## config.mk

```make
export PLATFORM = sky130hd
export DESIGN_NAME = uart_tx_arbiter
export DESIGN_NICKNAME = d
export VERILOG_FILES = /design/src/rtl/uart_tx_arbiter.sv
export SDC_FILE = /design/constraint.sdc
export NUM_CORES = 1
export LEC_CHECK = 0
export ABC_CLOCK_PERIOD_IN_PS = 2500
export CORE_UTILIZATION = 44
export CTS_CLUSTER_SIZE = 28
export DETAILED_ROUTE_END_ITERATION = 8
export GPL_TIMING_DRIVEN = 0
export PLACE_DENSITY_LB_ADDON = 0.15
export SLEW_MARGIN = 30
export SYNTH_ARGS = -nofsm -noshare
export SYNTH_HDL_FRONTEND = slang
export SYNTH_SLANG_ARGS = --single-unit
```

## constraint.sdc

```tcl
create_clock -name clk -period 2.5 [get_ports clk]
set_input_delay 0.5 -clock clk [delete_from_list [all_inputs] [get_ports clk]]
set_output_delay 0.5 -clock clk [all_outputs]
set_load 0.005 [all_outputs]
```

## src/rtl/uart_tx_arbiter.sv

```systemverilog
// Four-requester round-robin arbiter feeding a single UART transmitter.
// Latches the winning frame, launches it, then tracks tx_busy to completion or timeout.
module uart_tx_arbiter #(
  parameter int DATA_WIDTH   = 8,
  parameter int BUSY_TIMEOUT = 4
) (
  input  logic                    clk,
  input  logic                    rstn,
  input  logic [3:0]              req_valid,
  input  logic [4*DATA_WIDTH-1:0] req_data,
  input  logic [3:0]              req_par_en,
  output logic [3:0]              req_ready,
  input  logic                    tx_busy,
  output logic                    tx_data_valid,
  output logic [DATA_WIDTH-1:0]   tx_p_data,
  output logic                    tx_par_en,
  output logic [1:0]              grant_id,
  output logic                    frame_done,
  output logic                    timeout_err
);

  localparam int             CW        = $clog2(BUSY_TIMEOUT + 1);
  localparam logic [CW-1:0]  CNT_LIMIT = CW'(BUSY_TIMEOUT);

  // Three-bit encoding leaves spare codes that the default branch recovers from.
  localparam logic [2:0] IDLE      = 3'd0;
  localparam logic [2:0] LOAD      = 3'd1;
  localparam logic [2:0] WAIT_BUSY = 3'd2;
  localparam logic [2:0] WAIT_DONE = 3'd3;

  logic [2:0]    state_r;
  logic [2:0]    state_nx_s;
  logic [1:0]    last_grant_r;
  logic [CW-1:0] cnt_r;
  logic [CW-1:0] cnt_inc_s;
  logic [2:0]    pick_s;
  logic          hs_s;
  logic          timeout_s;
  logic          done_s;

  // Round-robin pick: {found, index}; rotates the request vector so the slot
  // after last_grant sits at bit 0, then priority-encodes upward.
  function automatic logic [2:0] rr_pick(input logic [3:0] v, input logic [1:0] last);
    logic [7:0] dbl;
    logic [3:0] rot;
    logic [1:0] base;
    base = last + 2'd1;
    dbl  = {v, v} >> base;
    rot  = dbl[3:0];
    if (rot[0])      rr_pick = {1'b1, base};
    else if (rot[1]) rr_pick = {1'b1, base + 2'd1};
    else if (rot[2]) rr_pick = {1'b1, base + 2'd2};
    else if (rot[3]) rr_pick = {1'b1, base + 2'd3};
    else             rr_pick = 3'b000;
  endfunction

  assign pick_s = rr_pick(req_valid, last_grant_r);

  // One-hot accept, only in IDLE and never while reset is asserted.
  always_comb begin
    req_ready = 4'b0000;
    if (rstn && (state_r == IDLE) && pick_s[2]) begin
      req_ready = 4'b0001 << pick_s[1:0];
    end else begin
      req_ready = 4'b0000;
    end
  end

  assign hs_s      = |(req_valid & req_ready);
  assign cnt_inc_s = (cnt_r >= CNT_LIMIT) ? CNT_LIMIT : cnt_r + CW'(1);
  assign timeout_s = (state_r == WAIT_BUSY) && !tx_busy && (cnt_inc_s == CNT_LIMIT);
  assign done_s    = (state_r == WAIT_DONE) && !tx_busy;

  // Completion pulses coincide with the last cycle of the frame so IDLE follows them.
  assign frame_done  = done_s;
  assign timeout_err = timeout_s;

  // Next-state decode.
  always_comb begin
    state_nx_s = IDLE;
    case (state_r)
      IDLE: begin
        if (hs_s) state_nx_s = LOAD;
        else      state_nx_s = IDLE;
      end
      LOAD: begin
        state_nx_s = WAIT_BUSY;
      end
      WAIT_BUSY: begin
        if (tx_busy)        state_nx_s = WAIT_DONE;
        else if (timeout_s) state_nx_s = IDLE;
        else                state_nx_s = WAIT_BUSY;
      end
      WAIT_DONE: begin
        if (!tx_busy) state_nx_s = IDLE;
        else          state_nx_s = WAIT_DONE;
      end
      default: begin
        state_nx_s = IDLE;
      end
    endcase
  end

  // State register.
  always_ff @(posedge clk or negedge rstn) begin
    if (!rstn) state_r <= IDLE;
    else       state_r <= state_nx_s;
  end

  // Busy-wait counter: cleared during LOAD, saturating count of idle WAIT_BUSY cycles.
  always_ff @(posedge clk or negedge rstn) begin
    if (!rstn) begin
      cnt_r <= '0;
    end else if (state_r == LOAD) begin
      cnt_r <= '0;
    end else if ((state_r == WAIT_BUSY) && !tx_busy) begin
      cnt_r <= cnt_inc_s;
    end else begin
      cnt_r <= cnt_r;
    end
  end

  // Fairness pointer advances only when a frame finishes or times out.
  always_ff @(posedge clk or negedge rstn) begin
    if (!rstn) begin
      last_grant_r <= 2'd3;
    end else if (done_s || timeout_s) begin
      last_grant_r <= grant_id;
    end else begin
      last_grant_r <= last_grant_r;
    end
  end

  // Frame capture at the handshake; held until the next handshake.
  always_ff @(posedge clk or negedge rstn) begin
    if (!rstn) begin
      tx_p_data <= '0;
      tx_par_en <= 1'b0;
      grant_id  <= 2'd0;
    end else if (hs_s) begin
      tx_p_data <= req_data[pick_s[1:0]*DATA_WIDTH +: DATA_WIDTH];
      tx_par_en <= req_par_en[pick_s[1:0]];
      grant_id  <= pick_s[1:0];
    end else begin
      tx_p_data <= tx_p_data;
      tx_par_en <= tx_par_en;
      grant_id  <= grant_id;
    end
  end

  // Launch strobe is high exactly during LOAD.
  always_ff @(posedge clk or negedge rstn) begin
    if (!rstn) tx_data_valid <= 1'b0;
    else       tx_data_valid <= hs_s;
  end

endmodule

```

==> results.md, run 1 <==
* Outcome: finished clean
* Core footprint at 2780 µm²
* P_sw at about 660 µW
* Top_reg_cell synth: dfrtp_1
* I/O pins at a little over 60
* WL final at 4.02 mm
* Unrepaired setup endpoints after global routing: yes
* DR pass1 iterations at 4
* FMAX at around 410 MHz
* Yosys cell types at 37
* Starting Density at a little under half
* Fin crit share at between 90% and 100%
* Worst VDD drop at 0.631 mV
* Vias in the first global route at 1373
* Power Total at between 1.5 and 2 mW
* IO Port Bufs at 60
* Die X at between 50 and 60 µm
* Fin crit period at around 2400 ps
* Main combinational cell family by area after synthesis: compound AO/OA/AOI/OAI gates
* Worst path required time at 2000 ps
* Cells after Synth at about 140
* CTS root buffer: clkbuf_4
* CTS tree: done
* HP Class: input port to async pin
* First-pass GRT wire length at roughly 6.3 mm
* Compound-Gate Fraction of Synth Area at roughly 25%
* R2r setup slk at between 500 and 600 ps
* Final number of max-transition violations at 0
* Final hold viol count at 0
* Vias/cell at approximately 5.8
* Row count at 19
* Initial antenna violation count at 0
* Worst slew pin tran at between 700 and 800 ps
* Top post-synthesis cells by area: dfrtp_1, mux2i_1, and4_1, o31a_1, o211ai_2
* Simple-gate share of the synthesized area at between 20% and 30%
* Hold_buf cts at 0
* Post-Syn Area at about 1300 µm²
* Switching share of power at between 30% and 40%
* Gr usage total at between 20% and 30%
* Critical path's slowest cell: dfstp_2
* Clock-pin transition on the worst setup and hold timing paths at ~100 ps
* Die height at ~57 µm
* Final core utilization at 76.1%
* Clock sink count at 19
* Post-synthesis xor/xnor area fraction at 0%
* Residual DRC at 0
* Max-Cap Viols at 0
* CTS buffer count at 3
* Synth area leader: dfrtp_1
* WP data arrival at about 2000 ps
* Critical setup path kind: register to output pin
* Nets at 259
* H-Tree Depth at 1
* Comb pwr share at between 50 and 60%
* Clock Power Share at between 8 and 9%
* Diodes inserted at 0
* Pint at approximately 1.1 mW
* DR WL/cell at ~16 µm
* Levels on crit path at 7
* Slowest stage delay, CP at about 590 ps
* Post-synthesis sequential area ratio at between 30% and 40%
* Total grt overflow at 0
* Post-synth EDFFs at 0
* Pwr Density at between 800 and 900 nW/µm²
* Reg2Reg Depth at 8
* CTS Buffer Depth at 2
* Avg Cell Area, Syn at between 9 and 10 µm²
* Leakage power at around 0.94 nW
* Crit. End Element: output pin
* DP HPWL at ~2.9 mm
* Fraction of the mapped netlist area in adder cells at ~1.9%
* Sequential Power Share at between 30% and 40%
* Top cells by count, synth: dfrtp_1, nand2_1, mux2i_1
* GP Congestion at ~0.83
* Final setup TNS at 0 ps
* Reg2reg start: last_grant_r[0]$_DFFE_PN1P_
* Vias after detailed routing at ~1400
* Worst Path Buf+Inv at 3
* Initial DRC count at between 40 and 50
* Setup violators final at 0
* Endpoint of the lowest-slack register-to-register path: tx_p_data[5]$_DFFE_PN0P_
* Max-slew headroom at just over 50%
* Clock Latency Late Sink at between 200 and 300 ps
* DP Area at slightly below 2000 µm²
* FF+latch count, synth at 19
* Design area at 2120 µm²
* Largest net degree at the start of global routing at 21
* Clk_skew at roughly 4.8 ps
* Mux contribution to synthesized area at a little under a tenth
* Crit path launch type: register
* Area Growth Syn to Fin at 61.0%
* Crit-path leading delay family: flip-flops
* Die Area at between 3000 and 4000 µm²
* Post-synthesis async set-or-reset flop share at 100%
* Layout cell share with drive strength beyond 1 at between 20% and 30%
* YS warnings at 0
* Syn Nets at around 180
* Yosys top cell area share at 32.4%
* Crit path max fanout at 3
* Final antenna-violating net count at 0
* Worst path cell trace: nand2b_4, o22a_1, nand3_2, buf_8, buf_4, nor4_2, buf_2
==> final cells by class <==
cell class | count | area (µm²)
Multi-Input combinational cell | 105 | 825
Timing Repair Buffer | 72 | 672
Inverter | 6 | 22.5
Tap cell | 31 | 38.8
Clock inverter | 1 | 5.00
Clock buffer | 3 | 22.5
Fill cell | 204 | 666
Sequential cell | 19 | 478
Buffer | 7 | 52.6
==> metrics by stage <==
step           cells  setup WS, ps  hold WS [ps]
2_1_floorplan    137           473           204
3_3_place_gp     228         -1030           479
3_5_place_dp     228         -1050           500
4_1_cts          243         -26.8           148
5_1_grt          244         -38.8           165
6_report         244          50.8           153
==> cell usage in the layout, fill, tap and decap left out, drive strengths merged, types with 3 or more instances in the layout <==
cell type       n
dfrtp          17
inv             6
mux2i          10
nand2          17
nor2b           3
clkdlybuf4s50  50
clkbuf          5
o31a            9
nor2            5
buf            21
nand2b          3
o211ai          9
and4            9
o21ai          17
dlygate4sd2     3
==> cells by family (layout without fill, tap and decap cells) <==
logic type / after synthesis / after routing
compound gates: 44 / 44
mux: 12 / 12
simple gates: 47 / 47
buf+inv: 13 / 89
flops: 19 / 19
fa+ha+maj: 2 / 2
==> power by group through the flow <==
stage	Combinational (mW)	Sequential (mW)	Clock, mW
5_1_grt	1.11	0.569	0.172
3_5_place_dp	0.873	0.566	0
6_report	1.03	0.552	0.150
4_1_cts	0.991	0.545	0.156
2_1_floorplan	0.505	0.547	0
3_3_place_gp	0.838	0.556	0
==> flip-flops by register name, indices dropped and copies added, names as in the netlist <==
name and flops:
tx_p_data 8, cnt_r 3, grant_id 2, last_grant_r 2, state_r 2, tx_data_valid 1, tx_par_en 1
==> worst max-delay path by stage <==
stage / startpoint / to / slack [ps]
final: last_grant_r[0]$_DFFE_PN1P_ / req_ready[2] / 50
after global routing: last_grant_r[0]$_DFFE_PN1P_ / req_ready[2] / -40
after CTS: last_grant_r[0]$_DFFE_PN1P_ / req_ready[2] / -30
after detailed placement: rstn / req_ready[2] / -1050
after global placement: rstn / req_ready[2] / -1030
after floorplan: req_valid[0] / req_ready[0] / 470
==> per-layer routing <==
layer	global-route usage [%]	part of all wire [%]	up-vias
li1	-	-	660
met1	30.0	39	692
met2	45.9	54	56
met3	2.07	4.1	10
met4	10.5	2.4	0
met5	0	0	-
==> timing repair <==
action	4_1_cts	5_1_grt
setup endpoints to repair	5	3
pin swaps	3	2
buffers inserted	11	1
resized for setup	29	11
Note: power is estimated with default switching activity, not from simulation.
==> run 2, diff against run 1 <==
--- a/config.mk
+++ b/config.mk
@@ -6,10 +6,11 @@
 export NUM_CORES = 1
 export LEC_CHECK = 0
 export ABC_CLOCK_PERIOD_IN_PS = 2500
-export CORE_UTILIZATION = 44
+export CORE_UTILIZATION = 40
 export CTS_CLUSTER_SIZE = 28
 export DETAILED_ROUTE_END_ITERATION = 8
 export GPL_TIMING_DRIVEN = 0
+export HOLD_SLACK_MARGIN = 0.15
 export PLACE_DENSITY_LB_ADDON = 0.15
 export SLEW_MARGIN = 30
 export SYNTH_ARGS = -nofsm -noshare
==> results.md, run 2 (synthesis gave the netlist of run 1 again) <==
* Core footprint at 3080 µm² (+11%)
* IO Port Bufs at 60 (unchanged)
* Residual DRC at 0 (unchanged)
* Total grt overflow at 0 (unchanged)
* CTS buffer count at 3 (unchanged)
* Critical path's slowest cell: or4_4
* FMAX at 410 MHz (+0.42%)
* Largest register FFs at 8 (unchanged)
* HP Class: input port to async pin
* Clock Latency Late Sink at 300 ps (about the same)
* Crit path launch type: input port
* Final hold viol count at 0 (unchanged)
* Largest net degree at the start of global routing at 21 (unchanged)
* Die Area at 3520 µm² (+9.7%)
* Clock sink count at 19 (unchanged)
* Gr usage total at 22.2% (-3.0 points)
* Max-Cap Viols at 0 (unchanged)
* Vias after detailed routing at 1335 (-5.9%)
* Setup violators final at 0 (unchanged)
* Final number of max-transition violations at 0 (unchanged)
* Vias/cell at 5.19 (-11%)
* DR pass1 iterations at 4 (unchanged)
* Worst path cell trace: clkdlybuf4s15_1, or4_4, nand3_4, inv_2, nand3_4, buf_8, nor2_1, dlygate4sd2_1
* Vias in the first global route at 1303 (-5.1%)
* Crit. End Element: output pin
* Clock-pin transition on the worst setup and hold timing paths at 120 ps (+20 ps)
* Worst slew pin tran at 867 ps (+136 ps)
* Final core utilization at 69.3% (-6.7 points)
* Design area at 2130 µm² (+0.89%)
* Worst path most repeated cell: nand3_4
* Unrepaired setup endpoints after global routing: no
* DR WL/cell at 14.5 µm (-12%)
* DP Area at 1970 µm² (+0.83%)
* Commonest non-fill, non-tap cells in the layout: clkdlybuf4s50_1, nand2_1, dfrtp_1
* Die height at 59.3 µm (+4.7%)
* Max-slew headroom at 42.0% (-8.7 points)
* GP Congestion at 0.836 (+1.2%)
* Largest regs: tx_p_data (8), cnt_r (3)
* Initial DRC count at 67 (+52%)
* Commonest non-fill, non-tap cell in the layout: clkdlybuf4s50_1
* Reg2Reg Depth at 8 (unchanged)
* Row count at 20 (+1)
* I/O pins at 61 (unchanged)
* Place WS at -1130 ps (-86.0 ps)
* Slowest stage delay, CP at 570 ps (-20 ps)
* Setup WS post-layout at 61.1 ps (+10.4 ps)
* Nets at 259 (unchanged)
* Clk_skew at 6.65 ps (+1.86 ps)
* Critical setup path kind: input port to output pin
* Outcome: finished clean
* R2r setup slk at 620 ps (+110 ps)
* CTS root buffer: clkbuf_4
* Crit path max fanout at 4 (+1)
* Leakage power at 0.924 nW (-1.6%)
* Worst VDD drop at 0.388 mV (-38%)
* CTS tree: done
* H-Tree Depth at 1 (unchanged)
* Reg2reg start: last_grant_r[0]$_DFFE_PN1P_
* Starting Density at 42.7% (-4.6 points)
* Die X at 59.3 µm (+4.7%)
* Final setup TNS at 0 ps (unchanged)
* Initial antenna violation count at 0 (unchanged)
* Area Growth Syn to Fin at 62.5%
* Layout cell share with drive strength beyond 1 at 22.5% (-2.3 points)
* Worst path required time at 2000 ps (about the same)
* DP HPWL at 2.76 mm (-4.3%)
* Endpoint of the lowest-slack register-to-register path: tx_p_data[1]$_DFFE_PN0P_
* Fin crit period at 2440 ps (-10.4 ps)
* Top reg by flops: tx_p_data
* Pwr Density at 805 nW/µm² (-1.6%)
* CTS Buffer Depth at 2 (unchanged)
* First-pass GRT wire length at 5.83 mm (-6.8%)
* Fin crit share at 97.6% (-0.41 points)
* WP data arrival at 1940 ps (about the same)
* Diodes inserted at 0 (unchanged)
* Final antenna-violating net count at 0 (unchanged)
* WL final at 3.73 mm (-7.2%)
[run 2: power breakdown]
part | switching, mW | internal [mW]
Combinational | 0.435 | 0.574
Sequential | 0.0975 | 0.447
Clock | 0.105 | 0.0595
Total | 0.637 | 1.08
[run 2: how the worst max path moves through the flow]
stage | from | to | slack, ps
4_1_cts | last_grant_r[0]$_DFFE_PN1P_ | req_ready[2] | 30
2_1_floorplan | req_valid[0] | req_ready[0] | 470
6_report | req_valid[2] | req_ready[3] | 60
3_3_place_gp | rstn | req_ready[2] | -1110
3_5_place_dp | rstn | req_ready[2] | -1130
5_1_grt | req_valid[2] | req_ready[3] | 10
[run 2: layer usage]
metal	vias to the layer above	share of wire, %	GRT usage [%]	routed length [µm]
li1	660	-	-	-
met1	634	42	28.2	1580
met2	39	53	40.3	1990
met3	2	3.6	1.97	136
met4	0	0.72	5.10	27
met5	-	0	0	0
[run 2: area by class of cell]
type	instances	area (µm²)
well taps	44	55.1
clock buffers	3	22.5
repair buffers	72	689
plain buffers	7	52.6
flip-flops and latches	19	478
inverters	6	22.5
multi-input cells	105	810
clock inverters	1	5.00
fillers	255	943
[run 2: timing repair]
item / in CTS / in global routing
endpoints found under the setup margin: 5 / 3
cloned: 0 / 0
hold endpoints to repair: 0 / 17
pin swaps: 3 / 1
gates resized for setup: 25 / 9
hold buffers: 0 / 1
buffers inserted: 9 / 2
[run 2: critical path, delay by kind of cell]
family	cells	cell delay, ps
and+or+nand+nor	4	790
buffers and inverters	4	640
[run 2: stage by stage]
stage          hold slack [ps]  total power, mW  cells
2_1_floorplan              204             1.05    137
3_3_place_gp               479             1.39    241
3_5_place_dp               485             1.43    241
4_1_cts                    153             1.70    254
5_1_grt                    167             1.84    257
6_report                   180             1.72    257
==> run 3, diff against run 2 <==
--- a/config.mk
+++ b/config.mk
@@ -6,12 +6,14 @@
 export NUM_CORES = 1
 export LEC_CHECK = 0
 export ABC_CLOCK_PERIOD_IN_PS = 2500
+export CAP_MARGIN = 40
 export CORE_UTILIZATION = 40
 export CTS_CLUSTER_SIZE = 28
 export DETAILED_ROUTE_END_ITERATION = 8
 export GPL_TIMING_DRIVEN = 0
 export HOLD_SLACK_MARGIN = 0.15
 export PLACE_DENSITY_LB_ADDON = 0.15
+export RECOVER_POWER = 25
 export SLEW_MARGIN = 30
 export SYNTH_ARGS = -nofsm -noshare
 export SYNTH_HDL_FRONTEND = slang
==> results.md, run 3 (synthesis gave the netlist of run 1 again) <==
* Outcome: finished clean
* Final number of max-transition violations at 0 (unchanged)
* Fin crit share at 97.6% (about the same)
* Gr usage total at 22.2% (+0.067 points)
* Starting Density at 42.7% (unchanged)
* Largest net degree at the start of global routing at 15 (-29%)
* Global routing's busiest layer: met2
* CTS Buffer Depth at 2 (unchanged)
* DR WL/cell at 14.5 µm (-0.11%)
* Crit path max fanout at 4 (unchanged)
* Worst path required time at 2000 ps (about the same)
* Top reg by flops: tx_p_data
* Diodes inserted at 0 (unchanged)
* Crit. End Element: output pin
* Clock sink count at 19 (unchanged)
* Commonest non-fill, non-tap cell in the layout: clkdlybuf4s50_1
* Leakage power at 0.930 nW (+0.72%)
* Unrepaired setup endpoints after global routing: no
* HP Class: input port to async pin
* Worst VDD drop at 0.327 mV (-16%)
* WP data arrival at 1940 ps (about the same)
* Area Growth Syn to Fin at 62.4% (about the same)
* Max-Cap Viols at 0 (unchanged)
* FMAX at 410 MHz (about the same)
* Final core utilization at 69.3% (about the same)
* Placed cell count at 242 (+0.41%)
* R2r setup slk at 650 ps (+30 ps)
* CTS buffer count at 3 (unchanged)
* Worst path cell trace: clkdlybuf4s15_1, or4_4, nand3_4, a21oi_2, buf_4, and2_1, dlygate4sd2_1
* Slowest stage delay, CP at 540 ps (-30 ps)
* Clock Latency Late Sink at 290 ps (about the same)
* Vias/cell at 5.20 (about the same)
* DP HPWL at 2.79 mm (+1.1%)
* Die Area at 3520 µm² (unchanged)
* Final hold viol count at 0 (unchanged)
* Initial DRC count at 50 (-25%)
* Final antenna-violating net count at 0 (unchanged)
* Max-slew headroom at 46.9% (+4.9 points)
* Clock-pin transition on the worst setup and hold timing paths at 120 ps (about the same)
* Final setup TNS at 0 ps (unchanged)
* Layout cell share with drive strength beyond 1 at 21.4% (-1.1 points)
* WL final at 3.75 mm (+0.67%)
* Clk_skew at 1.82 ps (-4.83 ps)
* Residual DRC at 0 (unchanged)
* CTS root buffer: clkbuf_4
* First-pass GRT wire length at 5.81 mm (-0.36%)
* Met2 usage at 40.8% (+0.48 points)
* Nets at 261 (+0.77%)
* Initial antenna violation count at 0 (unchanged)
* CTS tree: done
* Largest register FFs at 8 (unchanged)
* Commonest non-fill, non-tap cells in the layout: clkdlybuf4s50_1, nand2_1, dfrtp_1
* M3 GR Usage at 2.40% (+0.44 points)
* Critical path's slowest cell: or4_4
* Worst slew pin tran at 796 ps (-70.7 ps)
* Vias in the first global route at 1294 (-0.69%)
* I/O pins at 61 (unchanged)
* IO Port Bufs at 60 (unchanged)
* Critical setup path kind: input port to output pin
* Fin Hold WS at 214 ps (+33.7 ps)
* Total grt overflow at 0 (unchanged)
* DR pass1 iterations at 4 (unchanged)
* Crit path launch type: input port
* GP Congestion at 0.836 (unchanged)
* Die X at 59.3 µm (unchanged)
* H-Tree Depth at 1 (unchanged)
* Setup violators final at 0 (unchanged)
* Largest regs: tx_p_data (8), cnt_r (3)
* Pwr Density at 811 nW/µm² (+0.68%)
* Crit-path leading delay family: simple AND/OR/NAND/NOR gates
* Die height at 59.3 µm (unchanged)
* Row count at 20 (unchanged)
* Core footprint at 3080 µm² (unchanged)
* Fin crit period at 2440 ps (+2.38 ps)
* Finished Layout Cells at 259 (+0.78%)
* GR Layer Usage met1 at 27.7% (-0.47 points)
* Vias after detailed routing at 1346 (+0.82%)
* Worst Path Buf+Inv at 3 (-1)
==> run 3: final cells by class <==
| type | instances | area [µm²] |
|---|---|---|
| buffer | 7 | 52.6 |
| clock buffer | 3 | 22.5 |
| clock inverter | 1 | 5.00 |
| fill | 252 | 945 |
| inverter | 6 | 22.5 |
| multi-input combinational | 105 | 801 |
| sequential | 19 | 478 |
| tap | 44 | 55.1 |
| timing repair buffer | 74 | 697 |
==> run 3: what timing repair did <==
item / CTS / global route
endpoints found under the setup margin: 5 / 3
resized for setup: 20 / 6
hold buffers: 0 / 0
buffers inserted: 10 / 3
pin swaps: 2 / 3
==> run 3: power by group <==
group          internal [mW]  switching (mW)  leakage [nW]
registers              0.447          0.0960         0.236
clock network         0.0594           0.100        0.0177
logic                  0.582           0.444         0.677
total                   1.09           0.640         0.930
==> run 3: path summary, 6_finish.rpt <==
path	from	to	depth (start not counted)
setup / recovery	req_valid[2]	req_ready[0]	7
hold / removal	rstn	tx_p_data[7]$_DFFE_PN0P_	1
setup reg to reg	last_grant_r[0]$_DFFE_PN1P_	tx_p_data[5]$_DFFE_PN0P_	8
hold reg to reg	tx_p_data[3]$_DFFE_PN0P_	tx_p_data[3]$_DFFE_PN0P_	2
max in group asynchronous	rstn	cnt_r[0]$_DFFE_PN0P_	2
min in group clk	tx_p_data[3]$_DFFE_PN0P_	tx_p_data[3]$_DFFE_PN0P_	2
==> run 3: routing by layer <==
metal | routed length (µm) | vias to the layer above
met5 | 0 | -
met4 | 35 | 0
met3 | 136 | 2
met2 | 2030 | 39
met1 | 1550 | 645
li1 | - | 660
==> run 3: stage by stage <==
| step | worst slack (ps) | instance area, µm² | power (mW) |
|---|---|---|---|
| after floorplan | 473 | 1310 | 1.05 |
| after global placement | -1110 | 1970 | 1.39 |
| after detailed placement | -586 | 1980 | 1.43 |
| after CTS | 5.03 | 2120 | 1.70 |
| after global routing | 0.0195 | 2130 | 1.85 |
| final | 58.8 | 2130 | 1.73 |
